==> config.mk <==
export PLATFORM = sky130hd
export DESIGN_NAME = btn_debouncer_multi
export DESIGN_NICKNAME = d
export VERILOG_FILES = /design/src/rtl/btn_pkg.sv /design/src/rtl/btn_debounce_ch.sv /design/src/rtl/btn_debouncer_multi.sv
export SDC_FILE = /design/constraint.sdc
export NUM_CORES = 1
export LEC_CHECK = 0
export CAP_MARGIN = 20
export CELL_PAD_IN_SITES_DETAIL_PLACEMENT = 1
export CELL_PAD_IN_SITES_GLOBAL_PLACEMENT = 1
export CORE_MARGIN = 2
export CORE_UTILIZATION = 52
export CTS_BUF_LIST = sky130_fd_sc_hd__clkbuf_8
export CTS_CLUSTER_SIZE = 10
export DETAILED_ROUTE_END_ITERATION = 10
export PLACE_DENSITY_LB_ADDON = 0.1
export SLEW_MARGIN = 10
export SYNTH_ARGS = -nofsm -noshare
export SYNTH_HDL_FRONTEND = slang
export SYNTH_SLANG_ARGS = --single-unit
==> constraint.sdc <==
create_clock -name clk -period 5.4 [get_ports clk]
set_input_delay 0.54 -clock clk [delete_from_list [all_inputs] [get_ports clk]]
set_output_delay 0.54 -clock clk [all_outputs]
set_load 0.01 [all_outputs]
==> src/rtl/btn_pkg.sv <==
// ============================================================================
// Module   : btn_pkg
// Brief    : Shared FSM state type, width helpers and default button parameters.
// Revision : 1.0 - initial multi-channel release
// ============================================================================
`default_nettype none

package btn_pkg;

    typedef enum logic [1:0] {
        REL  = 2'd0,
        HOLD = 2'd1,
        RPT  = 2'd2
    } btn_state_t;

    localparam int c_def_nch        = 4;
    localparam int c_def_div        = 8;
    localparam int c_def_n          = 3;
    localparam int c_def_hold_ticks = 64;
    localparam int c_def_rpt_ticks  = 16;
    localparam int c_def_active_low = 0;

    // Bits needed for a counter that must be able to hold max_val itself.
    function automatic int cnt_width(input int max_val);
        return (max_val < 1) ? 1 : $clog2(max_val + 1);
    endfunction

    function automatic int max2(input int a, input int b);
        return (a > b) ? a : b;
    endfunction

endpackage

`default_nettype wire

==> src/rtl/btn_debounce_ch.sv <==
// ============================================================================
// Module   : btn_debounce_ch
// Brief    : One button channel: synchroniser, tick-sampled stable filter and
//            press/hold/repeat state machine with registered pulse outputs.
// Revision : 1.0 - initial multi-channel release
// ============================================================================
`default_nettype none

module btn_debounce_ch
    import btn_pkg::*;
#(
    parameter int N          = c_def_n,
    parameter int HOLD_TICKS = c_def_hold_ticks,
    parameter int RPT_TICKS  = c_def_rpt_ticks,
    parameter int ACTIVE_LOW = c_def_active_low
) (
    input  logic clk,
    input  logic rst_n,
    input  logic tick,
    input  logic btn_raw,
    input  logic repeat_en,
    output logic level,
    output logic press_pulse,
    output logic release_pulse,
    output logic repeat_pulse
);

    localparam int              c_cw   = cnt_width(N);
    localparam int              c_hw   = cnt_width(max2(HOLD_TICKS, RPT_TICKS));
    localparam logic [c_cw-1:0] c_n    = c_cw'(N);
    localparam logic [c_hw-1:0] c_hold = c_hw'(HOLD_TICKS);
    localparam logic [c_hw-1:0] c_rpt  = c_hw'(RPT_TICKS);

    logic            w_p;
    logic            r_sync1;
    logic            r_sync2;
    logic [c_cw-1:0] r_cnt;
    logic [c_cw-1:0] w_cnt_inc;
    logic            w_flip;
    logic            w_press_evt;
    logic            w_rel_evt;
    logic            r_level;
    logic            r_press;
    logic            r_release;
    logic            r_repeat;
    btn_state_t      r_state;
    logic [c_hw-1:0] r_hcnt;
    logic [c_hw-1:0] w_hcnt_inc;
    logic [c_hw-1:0] w_hcnt_tgt;

    assign w_p         = (ACTIVE_LOW != 0) ? ~btn_raw : btn_raw;
    assign w_cnt_inc   = r_cnt + 1'b1;
    assign w_flip      = tick && (r_sync2 != r_level) && (w_cnt_inc == c_n);
    assign w_press_evt = w_flip && !r_level;
    assign w_rel_evt   = w_flip && r_level;
    assign w_hcnt_inc  = r_hcnt + 1'b1;
    assign w_hcnt_tgt  = (r_state == RPT) ? c_rpt : c_hold;

    always_ff @(posedge clk or negedge rst_n) begin
        if (!rst_n) begin
            r_sync1 <= 1'b0;
            r_sync2 <= 1'b0;
        end else begin
            r_sync1 <= w_p;
            r_sync2 <= r_sync1;
        end
    end

    // Level only moves after N consecutive disagreeing ticks; any agreeing tick restarts the count.
    always_ff @(posedge clk or negedge rst_n) begin
        if (!rst_n) begin
            r_cnt     <= '0;
            r_level   <= 1'b0;
            r_press   <= 1'b0;
            r_release <= 1'b0;
        end else begin
            r_press   <= 1'b0;
            r_release <= 1'b0;
            if (tick) begin
                if (r_sync2 == r_level) begin
                    r_cnt <= '0;
                end else if (w_flip) begin
                    r_cnt     <= '0;
                    r_level   <= ~r_level;
                    r_press   <= w_press_evt;
                    r_release <= w_rel_evt;
                end else begin
                    r_cnt <= w_cnt_inc;
                end
            end
        end
    end

    // Release outranks a repeat that would land on the same tick.
    always_ff @(posedge clk or negedge rst_n) begin
        if (!rst_n) begin
            r_state  <= REL;
            r_hcnt   <= '0;
            r_repeat <= 1'b0;
        end else begin
            r_repeat <= 1'b0;
            case (r_state)
                REL: begin
                    r_hcnt <= '0;
                    if (w_press_evt) begin
                        r_state <= HOLD;
                    end
                end
                HOLD, RPT: begin
                    if (w_rel_evt) begin
                        r_state <= REL;
                        r_hcnt  <= '0;
                    end else if (!repeat_en) begin
                        r_state <= HOLD;
                        r_hcnt  <= '0;
                    end else if (tick) begin
                        if (w_hcnt_inc == w_hcnt_tgt) begin
                            r_repeat <= 1'b1;
                            r_hcnt   <= '0;
                            r_state  <= RPT;
                        end else begin
                            r_hcnt <= w_hcnt_inc;
                        end
                    end
                end
                default: begin
                    r_state <= REL;
                    r_hcnt  <= '0;
                end
            endcase
        end
    end

    assign level         = r_level;
    assign press_pulse   = r_press;
    assign release_pulse = r_release;
    assign repeat_pulse  = r_repeat;

endmodule

`default_nettype wire

==> src/rtl/btn_debouncer_multi.sv <==
// ============================================================================
// Module   : btn_debouncer_multi
// Brief    : NCH-channel button debouncer with press, release and auto-repeat
//            pulses; one sample-tick divider shared by every channel.
// Revision : 1.0 - initial multi-channel release
// ============================================================================
`default_nettype none

module btn_debouncer_multi
    import btn_pkg::*;
#(
    parameter int NCH        = c_def_nch,
    parameter int DIV        = c_def_div,
    parameter int N          = c_def_n,
    parameter int HOLD_TICKS = c_def_hold_ticks,
    parameter int RPT_TICKS  = c_def_rpt_ticks,
    parameter int ACTIVE_LOW = c_def_active_low
) (
    input  logic           clk,
    input  logic           rst_n,
    input  logic [NCH-1:0] btn_raw,
    input  logic [NCH-1:0] repeat_en,
    output logic [NCH-1:0] level,
    output logic [NCH-1:0] press_pulse,
    output logic [NCH-1:0] release_pulse,
    output logic [NCH-1:0] repeat_pulse
);

    localparam int              c_dw   = (DIV > 1) ? $clog2(DIV) : 1;
    localparam logic [c_dw-1:0] c_last = c_dw'(DIV - 1);

    logic [c_dw-1:0] r_div;
    logic            w_tick;

    // With DIV=1 the counter sits at 0 and the tick is permanently high.
    assign w_tick = (r_div == c_last);

    always_ff @(posedge clk or negedge rst_n) begin
        if (!rst_n) begin
            r_div <= '0;
        end else if (w_tick) begin
            r_div <= '0;
        end else begin
            r_div <= r_div + 1'b1;
        end
    end

    for (genvar gi = 0; gi < NCH; gi++) begin : g_ch
        btn_debounce_ch #(
            .N          (N),
            .HOLD_TICKS (HOLD_TICKS),
            .RPT_TICKS  (RPT_TICKS),
            .ACTIVE_LOW (ACTIVE_LOW)
        ) u_ch (
            .clk           (clk),
            .rst_n         (rst_n),
            .tick          (w_tick),
            .btn_raw       (btn_raw[gi]),
            .repeat_en     (repeat_en[gi]),
            .level         (level[gi]),
            .press_pulse   (press_pulse[gi]),
            .release_pulse (release_pulse[gi]),
            .repeat_pulse  (repeat_pulse[gi])
        );
    end

endmodule

`default_nettype wire

==> results.md <==
- CTS resizes: 0
- Vias per Instance: 5.68
- R2r worst-path depth: 7
- Most frequent cells in the layout: 71 x dfrtp_1, 34 x nand2_1, 31 x nor2_1, 26 x inv_1, 24 x clkdlybuf4s50_1
- Final antenna-violating net count: 0
- Post-synth top area share: 45.9%
- Synth Instances: 391
- CTS Buf Count: 9
- Clock sink count: 71
- Final slew viol count: 0
- Fin util: between 50% and 60%
- Commonest non-fill, non-tap cell in the layout: dfrtp_1
- Largest cells by area after synthesis: dfrtp_1 46%, ha_1 7.1%, nand2_1 3.3%
- Register area share after synthesis: ~46%
- Worst setup EP type: register
- Fin crit period: ~2.6 ns
- IO Pins: 26
- Crit path cell chain: ha_1, ha_1, inv_1, and3_1, a21oi_1, nand2_1, mux2_2
- H-tree depth: 3
- Crit path buffers/inverters: 1
- Reg2reg start: r_div[0]$_DFF_PN0_
- HPWL after DPL: 5700 um
- Measured slew at the worst slew-check pin: 0.878 ns
- Critical Path Start Type: register
- Count of cell types in the netlist: 61
- Die area: 8150 um^2
- Most frequent CP cell: ha_1
- Vias in the first global route: 2,985
- Setup CP Type: register to register
- Area Overhead vs Synth: 10.3%
- Worst-Skew Late Latency: 0.35 ns
- Initial Util: 53.6%
- Row count: 31
- Core Region: 7210 um^2
- Layout cells sized above 1: 8.13%
- Antenna violations before repair: 0
- Final setup viols: 0
- Congestion Overflow GR: 0
- DR vias: between 2,000 and 3,000
- Hold Buf Count CTS: 0
- Antenna Cells: 0
- Power per cell area: 305 nW/um^2
- Detailed Route Iter0 Violations: 116
- Syn Nets: between 400 and 500
- # DRC: 0
- RSZ-0062 raised after global routing: no
- Total track usage: a little over a fifth
- Post-CTS Setup Bufs: 0
- Clock root buffer: clkbuf_8
- Crit path largest cell delay: 0.48 ns
- Relative slew slack: 41.5%
- First-pass DRT Iterations: 4
- Async SR Flop Fraction: 100%
- Total Wirelength: 7950 um
- Peak VDD IR: 0.181 mV
- Die Width: 90.3 um
- Largest area contributor in the netlist: dfrtp_1
- CTS max path bufs: 2
- Pwr Total: 1.30 mW
- Final Hold Vio Count: 0
- TritonCTS clock tree: done
- CP max-delay cell: and3_1
- Fmax: about 390 MHz
- Setup TNS: 0 ns
- EDFF count, synth: 0
- Reg-to-reg slack, setup: approximately 2.8 ns
- Outcome: finished, final reports clean
- Fin Hold WS: 0.309 ns
- Cell family with most CP delay: adder cells
- Lkg Pwr: 1.89 nW
- Critical path peak fanout: 17
- Avg Synthesized Cell Area: around 10 um^2
- Maxcap violations: 0
- Maximum number of pins on one net before global-route repair: 72
- Part of the cycle the worst path needs: around 48%
- Clock skew: 0.00465 ns
- Layout Nets: 433
- Clock transition at the registers of the reported paths: 0.07 ns
- First-pass GRT wire length: between 10,000 and 15,000 um
- Post-Syn Area: 3870 um^2
- Register bit total from synthesis: 71
- RR Endpoint: g_ch[3].u_ch.r_state[0]$_DFFE_PN0P_
- HP Class: input port to async pin
- Worst Path Arrival: 2.80 ns
- Post-synth top flop: dfrtp_1
- RePlAce Congestion: 0.794
- IO Port Bufs: 25
- Required time worst endpoint: 5.63 ns
- Chip height: 90.3 um
- Synthesis warning total: 0
- DR WL/cell: ~16 um
==> worst max path at each step <==
stage,endpoint,slack [ns],depth (start not counted),start
2_1_floorplan,g_ch[0].u_ch.r_state[0]$_DFFE_PN0P_,3.24,6,g_ch[0].u_ch.r_hcnt[0]$_DFFE_PN0P_
3_3_place_gp,g_ch[3].u_ch.r_state[0]$_DFFE_PN0P_,2.93,7,r_div[0]$_DFF_PN0_
3_5_place_dp,g_ch[3].u_ch.r_state[0]$_DFFE_PN0P_,2.81,7,r_div[0]$_DFF_PN0_
4_1_cts,g_ch[3].u_ch.r_state[0]$_DFFE_PN0P_,2.80,7,r_div[0]$_DFF_PN0_
5_1_grt,g_ch[3].u_ch.r_state[0]$_DFFE_PN0P_,2.61,7,r_div[0]$_DFF_PN0_
6_report,g_ch[3].u_ch.r_state[0]$_DFFE_PN0P_,2.83,7,r_div[0]$_DFF_PN0_
==> logic make-up after synthesis <==
kind of cell | share of synthesized area, %
AOI/OAI and AO/OA | 13.5
buffers and inverters | 6.76
DFF | 45.9
muxes | 2.62
xor gates and xnor gates | 3.40
and+or+nand+nor | 20.7
adders and majority gates | 7.12
==> worst reg2reg max path, stage by stage (launching register included) <==
cell and delay, ns:
dfrtp_1 0.38, ha_1 0.20, ha_1 0.40, inv_1 0.43, and3_1 0.48, a21oi_1 0.11, nand2_1 0.13, mux2_2 0.34
==> through the flow <==
| stage | worst slack [ns] | cells | area (um^2) |
|---|---|---|---|
| 6_report | 2.83 | 505 | 4270 |
| 5_1_grt | 2.61 | 505 | 4270 |
| 4_1_cts | 2.80 | 505 | 4270 |
| 3_5_place_dp | 2.81 | 489 | 4080 |
| 3_3_place_gp | 2.93 | 489 | 4080 |
| 2_1_floorplan | 3.24 | 391 | 3870 |
==> power breakdown <==
| part | leakage (nW) | switching [mW] | internal [mW] |
|---|---|---|---|
| Clock | 0.108 | 0.198 | 0.220 |
| Sequential | 0.945 | 0.0358 | 0.572 |
| Combinational | 0.841 | 0.162 | 0.112 |
==> routing by layer <==
layer | wire length [um] | global-route usage (%)
met3 | 269 | 4.67
met2 | 3820 | 35.5
met4 | 154 | 8.72
met1 | 3700 | 27.4
met5 | 0 | 0
==> registers in the layout, summed over array words and instances (netlist names) <==
| signal | cells |
|---|---|
| g_ch.u_ch.r_sync1 | 4 |
| g_ch.u_ch.r_sync2 | 4 |
| r_div | 3 |
| g_ch.u_ch.repeat_pulse | 4 |
| g_ch.u_ch.release_pulse | 4 |
| g_ch.u_ch.level | 4 |
| g_ch.u_ch.r_state | 8 |
| g_ch.u_ch.press_pulse | 4 |
| g_ch.u_ch.r_hcnt | 28 |
| g_ch.u_ch.r_cnt | 8 |
==> final cells by class <==
class / count / area (um^2)
Clock buffer: 10 / 138
Clock inverter: 6 / 52.6
Fill cell: 818 / 2950
Inverter: 24 / 90.1
Multi-Input combinational cell: 269 / 1830
Sequential cell: 71 / 1780
Tap cell: 99 / 124
Timing Repair Buffer: 26 / 255
==> synth_stat cells (2+ instances only) <==
cell,count
nand2b_1,9
a22o_1,2
xor2_1,6
inv_1,24
o21ai_0,22
nand2_1,34
or2_2,2
or3_1,7
nand3b_1,6
mux2_2,5
ha_1,22
xnor2_1,9
clkbuf_1,8
and3_1,3
a21oi_1,9
dfrtp_1,71
nor2b_1,4
nor2_1,31
nor3_1,4
a21o_1,5
nand4_1,6
o211ai_1,3
or4_1,3
o31ai_1,6
mux2i_1,3
a211oi_1,6
and3b_1,3
buf_4,16
nor3b_1,4
nand4b_1,5
a41oi_1,3
buf_2,2
nand3_1,15
nor4bb_1,2
nor4_1,2
a311o_1,2
a31oi_1,3
(Power assumes the default switching activity.)
